$ cat src/rtl/shiftreg_pkg.sv
// Shared definitions for the serial link: transmitter FSM states and the
// bit-order encoding that both link ends agree on.
package shiftreg_pkg;

  typedef enum logic [1:0] {
    IDLE  = 2'd0,
    SHIFT = 2'd1,
    DONE  = 2'd2
  } state_t;

  localparam logic DIR_MSB_FIRST = 1'b0;
  localparam logic DIR_LSB_FIRST = 1'b1;

endpackage

$ cat src/rtl/shift_serializer_if.sv
// Load handshake and serial output bundle of the parallel-to-serial transmitter.
interface shift_serializer_if #(
  parameter int SIZE = 8
);

  logic [SIZE-1:0] data;
  logic            load_valid;
  logic            load_ready;
  logic            dir;
  logic            en;
  logic            q;
  logic            q_valid;
  logic            busy;
  logic            done;

  modport master (
    output data, load_valid, dir, en,
    input  load_ready, q, q_valid, busy, done
  );

  modport slave (
    input  data, load_valid, dir, en,
    output load_ready, q, q_valid, busy, done
  );

endinterface

$ cat src/rtl/shift_serializer.sv
// Parallel-in/serial-out transmitter: loads a word on valid/ready, then emits
// one bit per consumer strobe in the bit order captured at load time.
module shift_serializer
  import shiftreg_pkg::*;
#(
  parameter int SIZE = 8
) (
  input logic               clk,
  input logic               rst,
  shift_serializer_if.slave bus
);

  localparam int CW = $clog2(SIZE + 1);
  localparam logic [CW-1:0] CNT_FULL = CW'(SIZE);
  localparam logic [CW-1:0] CNT_ONE  = CW'(1);
  localparam logic [CW-1:0] CNT_ZERO = CW'(0);

  state_t          state_r;
  state_t          state_s;
  logic [SIZE-1:0] sh_r;
  logic [SIZE-1:0] sh_s;
  logic            order_r;
  logic            order_s;
  logic [CW-1:0]   cnt_r;
  logic [CW-1:0]   cnt_s;

  // State, shifter, order and counter registers.
  always_ff @(posedge clk) begin
    if (rst) begin
      state_r <= IDLE;
      sh_r    <= {SIZE{1'b0}};
      order_r <= DIR_MSB_FIRST;
      cnt_r   <= CNT_ZERO;
    end else begin
      state_r <= state_s;
      sh_r    <= sh_s;
      order_r <= order_s;
      cnt_r   <= cnt_s;
    end
  end

  // Next-state logic; the word, order and remaining-bit count only change on a
  // load or on a consumer strobe while shifting.
  always_comb begin
    state_s = state_r;
    sh_s    = sh_r;
    order_s = order_r;
    cnt_s   = cnt_r;
    case (state_r)
      IDLE: begin
        if (bus.load_valid) begin
          sh_s    = bus.data;
          order_s = bus.dir;
          cnt_s   = CNT_FULL;
          state_s = SHIFT;
        end else begin
          state_s = IDLE;
        end
      end
      SHIFT: begin
        if (bus.en && (cnt_r == CNT_ONE)) begin
          sh_s    = {SIZE{1'b0}};
          cnt_s   = CNT_ZERO;
          state_s = DONE;
        end else if (bus.en) begin
          cnt_s = cnt_r - CNT_ONE;
          if (order_r == DIR_LSB_FIRST) begin
            sh_s = {1'b0, sh_r[SIZE-1:1]};
          end else begin
            sh_s = {sh_r[SIZE-2:0], 1'b0};
          end
        end else begin
          state_s = SHIFT;
        end
      end
      DONE: begin
        state_s = IDLE;
      end
      default: begin
        state_s = IDLE;
        sh_s    = {SIZE{1'b0}};
        order_s = DIR_MSB_FIRST;
        cnt_s   = CNT_ZERO;
      end
    endcase
  end

  assign bus.load_ready = (state_r == IDLE);
  assign bus.q_valid    = (state_r == SHIFT);
  assign bus.busy       = (state_r != IDLE);
  assign bus.done       = (state_r == DONE);
  assign bus.q          = (state_r != SHIFT)          ? 1'b0 :
                          (order_r == DIR_MSB_FIRST)  ? sh_r[SIZE-1] : sh_r[0];

endmodule

$ cat src/flat_wrapper.sv
// flat-port wrapper written by rule: the top's interface ports become plain ports
module shift_serializer_flat import shiftreg_pkg::*;
#(
  parameter int SIZE = 8
)
  (clk, rst, bus_data, bus_load_valid, bus_dir, bus_en, bus_load_ready, bus_q, bus_q_valid, bus_busy, bus_done);
  shift_serializer_if #(.SIZE(SIZE)) bus_i ();
  input logic clk;
  input logic rst;
  input wire logic [$bits(bus_i.data)-1:0] bus_data;
  input wire logic [$bits(bus_i.load_valid)-1:0] bus_load_valid;
  input wire logic [$bits(bus_i.dir)-1:0] bus_dir;
  input wire logic [$bits(bus_i.en)-1:0] bus_en;
  output wire logic [$bits(bus_i.load_ready)-1:0] bus_load_ready;
  output wire logic [$bits(bus_i.q)-1:0] bus_q;
  output wire logic [$bits(bus_i.q_valid)-1:0] bus_q_valid;
  output wire logic [$bits(bus_i.busy)-1:0] bus_busy;
  output wire logic [$bits(bus_i.done)-1:0] bus_done;
  assign bus_i.data = bus_data;
  assign bus_i.load_valid = bus_load_valid;
  assign bus_i.dir = bus_dir;
  assign bus_i.en = bus_en;
  assign bus_load_ready = bus_i.load_ready;
  assign bus_q = bus_i.q;
  assign bus_q_valid = bus_i.q_valid;
  assign bus_busy = bus_i.busy;
  assign bus_done = bus_i.done;
  shift_serializer #(.SIZE(SIZE)) u_core (.clk(clk), .rst(rst), .bus(bus_i));
endmodule
$ cat config.mk
export PLATFORM = sky130hd
export DESIGN_NAME = shift_serializer_flat
export DESIGN_NICKNAME = d
export VERILOG_FILES = /design/src/rtl/shiftreg_pkg.sv /design/src/rtl/shift_serializer_if.sv /design/src/rtl/shift_serializer.sv /design/src/flat_wrapper.sv
export SDC_FILE = /design/constraint.sdc
export NUM_CORES = 1
export LEC_CHECK = 0
export ABC_AREA = 1
export BUFFER_PORTS_ARGS = -buffer_cell sky130_fd_sc_hd__buf_2
export CORE_UTILIZATION = 35
export CTS_BUF_LIST = sky130_fd_sc_hd__clkbuf_2 sky130_fd_sc_hd__clkbuf_4 sky130_fd_sc_hd__clkbuf_8
export DETAILED_ROUTE_END_ITERATION = 7
export PLACE_DENSITY_LB_ADDON = 0.25
export REMOVE_ABC_BUFFERS = 1
export SYNTH_ARGS = -nofsm -noshare
export SYNTH_HDL_FRONTEND = slang
export SYNTH_SLANG_ARGS = --single-unit
$ cat constraint.sdc
create_clock -name clk -period 2.4 [get_ports clk]
set_clock_uncertainty 0.05 [all_clocks]
set_input_delay 0.24 -clock clk [delete_from_list [all_inputs] [get_ports clk]]
set_output_delay 0.24 -clock clk [all_outputs]
set_load 0.05 [all_outputs]
==> results.toml, run 1 <==
[status]
outcome = "completed"

[setup_path]
cp.depth = 3
cp.arrival_ns = 1.52
critPathMaxStageDelay_ns = 0.46
worstPathRequired_ns = 2.11
r2r-end = "u_core.cnt_r[3]"
critPathKind = "flop to output port"
r2r_start = "u_core.state_r[0]"
regToRegSetupSlack_ns = 0.60
crit_path_end_kind = "output port"
path_cells = "inv_1 > ha_1 > buf_2"
path_buf_inv = 2
crit_family = "adder cells"
r2r.worst_path.cells = 7
crit_path_start_kind = "flop"
cp_slowest_cell = "ha_1"
worst-path-max-fanout = 14

[sta]
final.setup.tns_ns = 0
finalCritPeriodShare = 0.754
max_freq_mhz = 552
timing.hold.ws_ns = 0.171
slew_viol_final = 0
fin_crit_ns = 1.81
slew-limit-headroom = 0.673
hold_viol = 0
setup_viol = 0
worst_pin_slew_ns = 0.491
rsz0062_at_grt = "false"

[global_route]
grtUsageMet2 = 0.285
grt.busiest_layer = "met2"
grt_pass1_wl_um = 3530
grt_max_degree = 15
grt_usage = 0.166
use_met1 = 0.211
first_global_vias = 841
grt_antenna_before_repair = 0
use_met3 = 0.0250
gr-total-overflow = 0

[cells_and_area]
syn_to_final_growth_pct = 12.5
diodes = 0
instances_no_fill = 194
final_cell_mix = "nand2_1 (59), buf_2 (17), inv_1 (16)"
final_common_cell = "nand2_1"
fin_nets = 183
fillerInstances = 273
final_util = 0.425
layout-drive-gt1-share = 0.195

[routing]
route.vias.total = 928
first_iter_violations = 26
viasPerCell = 4.78
ant_nets = 0
wl_um = 2120
wl_per_cell_um = 10.9
drt_pass1_iterations = 4
drc = 0

[die]
dieHeight_um = 54.4
placeableCoreArea_um2 = 2540
rows = 18
die_x_um = 54.4
die_area_um2 = 2960
start_util = 0.378
io_pins = 18

[synth]
ys_ff_latch = 15
ys_seq_area_frac = 0.313
ys_warn_count = 0
avgSynthCellArea_um2 = 6.49
synth_cells = 148
syn-cell-area_um2 = 961
yosysUniqueCellTypes = 22

[worst_hold_path]
hold_depth = 3
hold_path.startpoint = "bus_dir"
hp-class = "input pin to flop"
worstHoldEndpoint = "u_core.order_r"

[clock_network]
cts_resized = 0
cts_root_buf = "clkbuf_4"
cts_made_buffers = 3
cts_hold_buffers = 0
htree_levels = 1
tritoncts = "built"
clk_latency_ns = 0.28
clk_pin_slew_ns = 0.09
clock_sinks = 15
clockBufferDepth = 2
cts_setup_buffers = 0

[placed_design]
io_buffers = 17
routabilityCongestion = 0.790
dpl.cell_count = 190
dp_hpwl_um = 1540

[power_and_ir_drop]
leakage_nw = 0.561
power_per_cell_area_nw_per_um2 = 615
peakVddDrop_mv = 0.328

[run]
drv_cap = 0
## report_power, final
part | internal [mW] | leakage [nW] | switching (mW)
Sequential | 0.273 | 0.123 | 0.0211
Combinational | 0.0717 | 0.420 | 0.135
Clock | 0.0758 | 0.0184 | 0.0873
Total | 0.421 | 0.561 | 0.244
## synthesized netlist by cell type, drive strengths merged
master   n  area [um^2]
xor2     2         17.5
buf      5         36.3
nand4    1         6.26
inv     18         67.6
o21ai    4         20.0
ha       5         62.6
nand2   61          234
dfxtp   15          300
a21oi   14         77.6
nand3   13         82.6
nor2     8         32.5
clkbuf   1         3.75
nand3b   1         20.0
## metal layers
metal  vias up  routed length (um)  share of wire
met1       421                1070           0.51
met4         0                  26          0.012
met5         -                   0              0
li1        493                   -              -
met3         4                  49          0.023
met2        10                 968           0.46
## worst max-delay path by stage
stage / start / slack (ns) / endpoint
after floorplan: u_core.state_r[1] / 0.12 / bus_q
after global placement: u_core.state_r[1] / 0.69 / u_core.cnt_r[3]
after detailed placement: u_core.state_r[0] / 0.57 / u_core.cnt_r[3]
after CTS: u_core.state_r[0] / 0.58 / bus_load_ready
after global routing: u_core.state_r[0] / 0.42 / u_core.cnt_r[3]
final: u_core.state_r[0] / 0.59 / bus_load_ready
## sequential cells by signal, summed over array words and instances, names as in the netlist
name            flops
u_core.cnt_r        4
u_core.order_r      1
u_core.sh_r         8
u_core.state_r      2
## metrics by stage
stage | instance area, um^2 | setup WS (ns) | power (mW)
5_1_grt | 1080 | 0.417 | 0.709
6_report | 1080 | 0.590 | 0.664
3_5_place_dp | 1050 | 0.572 | 0.507
3_3_place_gp | 1050 | 0.692 | 0.504
2_1_floorplan | 921 | 0.116 | 0.452
4_1_cts | 1080 | 0.583 | 0.665
## tightest hold or removal path: cells and delay by family
family / cells / cell delay, ns
compound gates: 1 / 0.06
buf+inv: 1 / 0.09
simple gates: 1 / 0.07
## logic make-up after synthesis
group | share of synthesized area
AND/OR/NAND/NOR | 0.391
buffers and inverters | 0.112
AO/OA/AOI/OAI | 0.102
flip-flops | 0.313
adder cells (fa/ha/maj) | 0.0651
XOR/XNOR | 0.0182
## layout make-up
| type | count | area, um^2 | area share |
|---|---|---|---|
| Multi-Input combinational cell | 109 | 553 | 0.512 |
| Sequential cell | 15 | 300 | 0.278 |
| Timing Repair Buffer | 18 | 92.6 | 0.0856 |
| Inverter | 18 | 67.6 | 0.0625 |
| Tap cell | 30 | 37.5 | 0.0347 |
| Clock buffer | 4 | 30.0 | 0.0278 |
(Power assumes the default switching activity.)
==> run 2, diff against run 1 <==
==> constraint.sdc (replaced) <==
create_clock -name clk -period 1.5 [get_ports clk]
set_clock_uncertainty 0.05 [all_clocks]
set_input_delay 0.15 -clock clk [delete_from_list [all_inputs] [get_ports clk]]
set_output_delay 0.15 -clock clk [all_outputs]
set_load 0.05 [all_outputs]
==> run 2 against run 1 <==
Effect of this change: sequential power is 60% higher; power rose by 65%; final area up 9.1%; sequential share of layout area decreased by 2.0 points; clock power grew 44%; worst setup slack lost 0.54 ns; wire length rose by 4.3%; global-route usage is 0.39 points higher; hold slack worse by 0.10 ns; via count increased by 3.2%; critical path depth is 2 higher.
==> results.toml, run 2 (synthesized netlist as in run 1, its figures left out) <==
[setup_path]
crit_path_end_kind = "output port"
worstPathRequired_ns = 1.30
regToRegSetupSlack_ns = 0.09
worst-path-max-fanout = 4
r2r-end = "u_core.cnt_r[3]"
r2r.worst_path.cells = 7
critPathKind = "flop to output port"
crit_path_start_kind = "flop"
cp.arrival_ns = 1.25
r2r_start = "u_core.state_r[1]"

[cells_and_area]
syn_to_final_growth_pct = 22.8
final_util = 0.464
final_cell_mix = "nand2_1 (59), inv_1 (14), dfxtp_1 (14)"
fin_nets = 189
final_common_cell = "nand2_1"
diodes = 0
reg_top3 = "u_core.sh_r: 8 flops, u_core.cnt_r: 4 flops, u_core.state_r: 2 flops"
final_area_um2 = 1180
largest_reg_flops = 8
layout-drive-gt1-share = 0.265
largest_register = "u_core.sh_r"

[routing]
ant_nets = 0
viasPerCell = 4.79
route.vias.total = 958
first_iter_violations = 15
wl_per_cell_um = 11.0
wl_um = 2210
drc = 0
drt_pass1_iterations = 4

[worst_hold_path]
hold_path.startpoint = "bus_dir"
worstHoldEndpoint = "u_core.order_r"
hold_depth = 3
hp-class = "input pin to flop"

[clock_network]
cts_root_buf = "clkbuf_4"
clock_sinks = 15
tritoncts = "built"
htree_levels = 1
cts_hold_buffers = 0
clockBufferDepth = 2
clk_pin_slew_ns = 0.10
cts_made_buffers = 3
clk_latency_ns = 0.29

[sta]
slew_viol_final = 0
worst_pin_slew_ns = 0.247
final.setup.tns_ns = 0
fin_crit_ns = 1.45
max_freq_mhz = 688
slew-limit-headroom = 0.836
hold_viol = 0
setup_viol = 0
finalCritPeriodShare = 0.969

[status]
outcome = "completed"

[global_route]
grt.busiest_layer = "met2"
grt_pass1_wl_um = 3590
grt_usage = 0.170
grtUsageMet2 = 0.295
use_met3 = 0.0500
grt_antenna_before_repair = 0
grt_max_degree = 14
use_met1 = 0.209
gr-total-overflow = 0
first_global_vias = 828

[die]
dieHeight_um = 54.4
die_area_um2 = 2960
placeableCoreArea_um2 = 2540
rows = 18
start_util = 0.378
die_x_um = 54.4
io_pins = 18

[power_and_ir_drop]
peakVddDrop_mv = 0.762
power_per_cell_area_nw_per_um2 = 929
power_mw = 1.10
leakage_nw = 0.597

[placed_design]
dp_hpwl_um = 1590
dpl-instance-area_um2 = 1080
routabilityCongestion = 0.776
io_buffers = 17

[run]
drv_cap = 0
-- run 2: cell types whose count changed in the layout (fill, tap and decap cells not counted), moves of 2 or more --
cell   previous run  this run
buf_2            17        13
inv_1            16        14
ha_1              5         3
buf_4             1         8
buf_6             0         3
-- run 2: metal layers --
layer	share of wire	vias to the layer above
met5	0	-
met4	0.0068	0
met3	0.034	2
met2	0.49	11
met1	0.47	440
li1	-	505
-- run 2: repair_timing --
action | in CTS | in global routing
gates resized for setup | 8 | 10
endpoints found under the setup margin | 4 | 16
setup buffers | 0 | 2
-- run 2: how the worst max path moves through the flow --
stage	from	endpoint	slack [ns]
after floorplan	u_core.state_r[1]	bus_q	-0.69
after global placement	u_core.state_r[1]	u_core.cnt_r[2]	0.08
after detailed placement	u_core.state_r[0]	u_core.cnt_r[3]	0.02
after CTS	u_core.state_r[1]	bus_q	-0.04
after global routing	u_core.state_r[1]	bus_q	-0.01
final	u_core.state_r[1]	bus_q	0.05
-- run 2: layout make-up --
type / count / area [um^2]
clock buffer: 3 / 22.5
inverter: 18 / 70.1
sequential: 15 / 304
timing repair buffer: 24 / 159
multi-input combinational: 109 / 582
tap: 30 / 37.5
clock inverter: 1 / 5.00
fill: 269 / 1370
-- run 2: power breakdown --
group          internal [mW]  switching, mW  leakage, nW
clock                 0.0991          0.136       0.0177
combinational          0.155          0.237        0.456
sequential             0.437         0.0312        0.124
total                  0.692          0.405        0.597
-- run 2: worst max-delay path: stages, from the launching register on --
cell	delay, ns
dfxtp_1	0.34
inv_2	0.09
ha_4	0.16
o21ai_0	0.09
nor2_1	0.13
buf_6	0.17
-- run 2: per-stage QoR --
step / hold WS [ns] / instances / setup WS, ns
6_report: 0.0703 / 200 / 0.0458
5_1_grt: 0.0749 / 200 / -0.00990
4_1_cts: 0.0612 / 198 / -0.0427
3_5_place_dp: 0.381 / 194 / 0.0241
3_3_place_gp: 0.382 / 194 / 0.0761
2_1_floorplan: 0.162 / 142 / -0.694
==> run 3, diff against run 2 <==
--- a/config.mk
+++ b/config.mk
@@ -5,7 +5,6 @@
 export SDC_FILE = /design/constraint.sdc
 export NUM_CORES = 1
 export LEC_CHECK = 0
-export ABC_AREA = 1
 export BUFFER_PORTS_ARGS = -buffer_cell sky130_fd_sc_hd__buf_2
 export CORE_UTILIZATION = 35
 export CTS_BUF_LIST = sky130_fd_sc_hd__clkbuf_2 sky130_fd_sc_hd__clkbuf_4 sky130_fd_sc_hd__clkbuf_8
==> run 3 against run 2 <==
Effect of this change: the run now ends with negative setup slack left; final area grew 16%; synthesized cell count shrank 41%; combinational power shrank 9.9%; power shrank 4.8%; utilization grew 15 points; sequential power shrank 3%; area after synthesis shrank 12%; worst setup slack lost 0.12 ns; fmax shrank 7.9%; hold slack lost 0.036 ns; sequential share of layout area shrank 3.0 points; largest cell class unchanged.
==> results.toml, run 3 <==
[routing]
drc = 0
ant_nets = 0
wl_per_cell_um = 13.7
route.vias.total = 828
drt_pass1_iterations = 4
first_iter_violations = 8
wl_um = 2160
viasPerCell = 5.24

[synth]
ys_async_sr_fraction = 0
ys_warn_count = 0
synth_ff_type = "dfxtp_1"
yosysMostFrequentCell = "dfxtp_1"
syn-cell-area_um2 = 843
netlist.area_leader.share = 0.356
ys_top_cells_by_count = "dfxtp_1 (15), inv_1 (8), mux2i_1 (8), a22oi_1 (7), o21ai_0 (7)"
synth_cells = 88
ys_seq_area_frac = 0.356
yosys.area.top_type = "dfxtp_1"
avgSynthCellArea_um2 = 9.58
ys_ff_latch = 15
synth_edf_count = 0
yosysUniqueCellTypes = 28
synthTopCellsByArea = "dfxtp_1 (36%), mux2i_1 (9.5%), ha_1 (7.4%), a22oi_1 (6.2%), o21ai_0 (4.2%)"

[setup_path]
worstPathRequired_ns = 1.63
cp.arrival_ns = 1.71
crit_path_start_kind = "flop"
worst-path-max-fanout = 4
startpoint = "u_core.cnt_r[1]"
crit_path_end_kind = "flop"
regToRegSetupSlack_ns = -0.08
r2r_start = "u_core.cnt_r[1]"
critPathKind = "flop to flop"
r2r.worst_path.cells = 6
r2r-end = "u_core.sh_r[7]"

[power_and_ir_drop]
power_per_cell_area_nw_per_um2 = 765
peakVddDrop_mv = 0.502
leakage_nw = 0.526

[cells_and_area]
instances_no_fill = 158
seq_area_um2 = 310
final_common_cell = "buf_4"
diodes = 0
syn_to_final_growth_pct = 61.7
largest_reg_flops = 8
fillerInstances = 178
multi_input_area_um2 = 637
layout-drive-gt1-share = 0.592
largest_register = "u_core.sh_r"
final_util = 0.611
reg_top3 = "u_core.sh_r: 8 flops, u_core.cnt_r: 4 flops, u_core.state_r: 2 flops"
final_cell_mix = "buf_4 (17), buf_2 (13), dfxtp_1 (11)"
fin_nets = 149

[worst_hold_path]
hold_depth = 3
hold_path.startpoint = "bus_data[6]"
hp-class = "input pin to flop"
worstHoldEndpoint = "u_core.sh_r[6]"

[die]
rows = 17
dieHeight_um = 51.1
io_pins = 18
start_util = 0.378
placeableCoreArea_um2 = 2230
die_area_um2 = 2610
die_x_um = 51.1

[run]
drv_cap = 0

[sta]
slew-limit-headroom = 0.793
setup_ws_ns = -0.0789
timing.hold.ws_ns = 0.0342
fin_crit_ns = 1.58
finalCritPeriodShare = 1.05
final.setup.tns_ns = -0.286
slew_viol_final = 0
max_freq_mhz = 633
setup_viol = 12
hold_viol = 0
rsz0062_at_grt = "true"
worst_pin_slew_ns = 0.302

[placed_design]
dp_hpwl_um = 1460
io_buffers = 17
routabilityCongestion = 0.757
dpl.cell_count = 148

[clock_network]
cts_root_buf = "clkbuf_4"
cts_made_buffers = 3
clk_latency_ns = 0.28
tritoncts = "built"
clockBufferDepth = 2
cts_hold_buffers = 0
clk_pin_slew_ns = 0.09
htree_levels = 1
clock_sinks = 15

[global_route]
grt_antenna_before_repair = 0
use_met1 = 0.232
grt_pass1_wl_um = 3500
grtUsageMet2 = 0.292
grt.busiest_layer = "met2"
gr-total-overflow = 0
grt_usage = 0.179
use_met3 = 0.0238
grt_max_degree = 10
first_global_vias = 809

[status]
violations = "negative setup slack"
outcome = "finished with violations"
-- run 3: cell count changes in the layout (fill, tap and decap cells not counted), sizes merged, moves of 8 or more --
cell,delta
nand2,-58
buf,+15
nand3,-13
a21oi,-10
inv,-10
mux2i,+8
-- run 3: through the flow --
step / power (mW) / setup slack [ns] / instance area (um^2)
2_1_floorplan: 0.610 / -0.727 / 827
6_report: 1.04 / -0.0789 / 1360
5_1_grt: 1.10 / -0.139 / 1360
3_5_place_dp: 0.722 / -0.181 / 1070
4_1_cts: 1.02 / -0.0545 / 1240
3_3_place_gp: 0.717 / -0.168 / 1070
-- run 3: metal layers --
metal	up-vias	routed length (um)	part of all wire
li1	419	-	-
met4	0	22	0.010
met1	395	1020	0.47
met5	-	0	0
met2	10	1060	0.49
met3	4	61	0.028
-- run 3: worst max-delay path by stage --
stage | endpoint | slack (ns) | depth (start not counted)
after floorplan | u_core.sh_r[7] | -0.73 | 6
after CTS | u_core.cnt_r[2] | -0.05 | 8
after global routing | u_core.sh_r[6] | -0.14 | 6
final | u_core.sh_r[7] | -0.08 | 6
after detailed placement | u_core.sh_r[7] | -0.18 | 5
after global placement | u_core.sh_r[7] | -0.17 | 5
-- run 3: cell families after synthesis --
family	after synthesis	synth area share
buffers and inverters	10	0.0549
and+or+nand+nor	19	0.150
AOI/OAI and AO/OA	31	0.270
muxes	8	0.0950
DFF	15	0.356
adders and majority gates	5	0.0742
-- run 3: where the power goes --
| part | switching (mW) | leakage (nW) | internal [mW] |
|---|---|---|---|
| logic | 0.176 | 0.383 | 0.178 |
| clock network | 0.137 | 0.0177 | 0.0991 |
| registers | 0.0282 | 0.125 | 0.426 |
| total | 0.340 | 0.526 | 0.703 |
-- run 3: cell type report --
class,count,share of cell area
inverters,8,0.0294
well taps,28,0.0257
repair buffers,39,0.230
clock buffers,3,0.0165
clock inverters,1,0.00367
multi-input cells,64,0.467
flip-flops and latches,15,0.228
-- run 3: critical path: stages, from the launching register on --
cell,delay [ns]
dfxtp_2,0.33
inv_2,0.07
ha_4,0.12
or3b_4,0.40
o2111ai_4,0.16
nor3b_2,0.08
a221o_1,0.26
-- run 3: repair_timing --
item / 4_1_cts / 5_1_grt
resized for setup: 38 / 25
endpoints found under the setup margin: 17 / 18
buffers inserted: 3 / 2
pin swaps: 10 / 5
gates cloned: 1 / 0
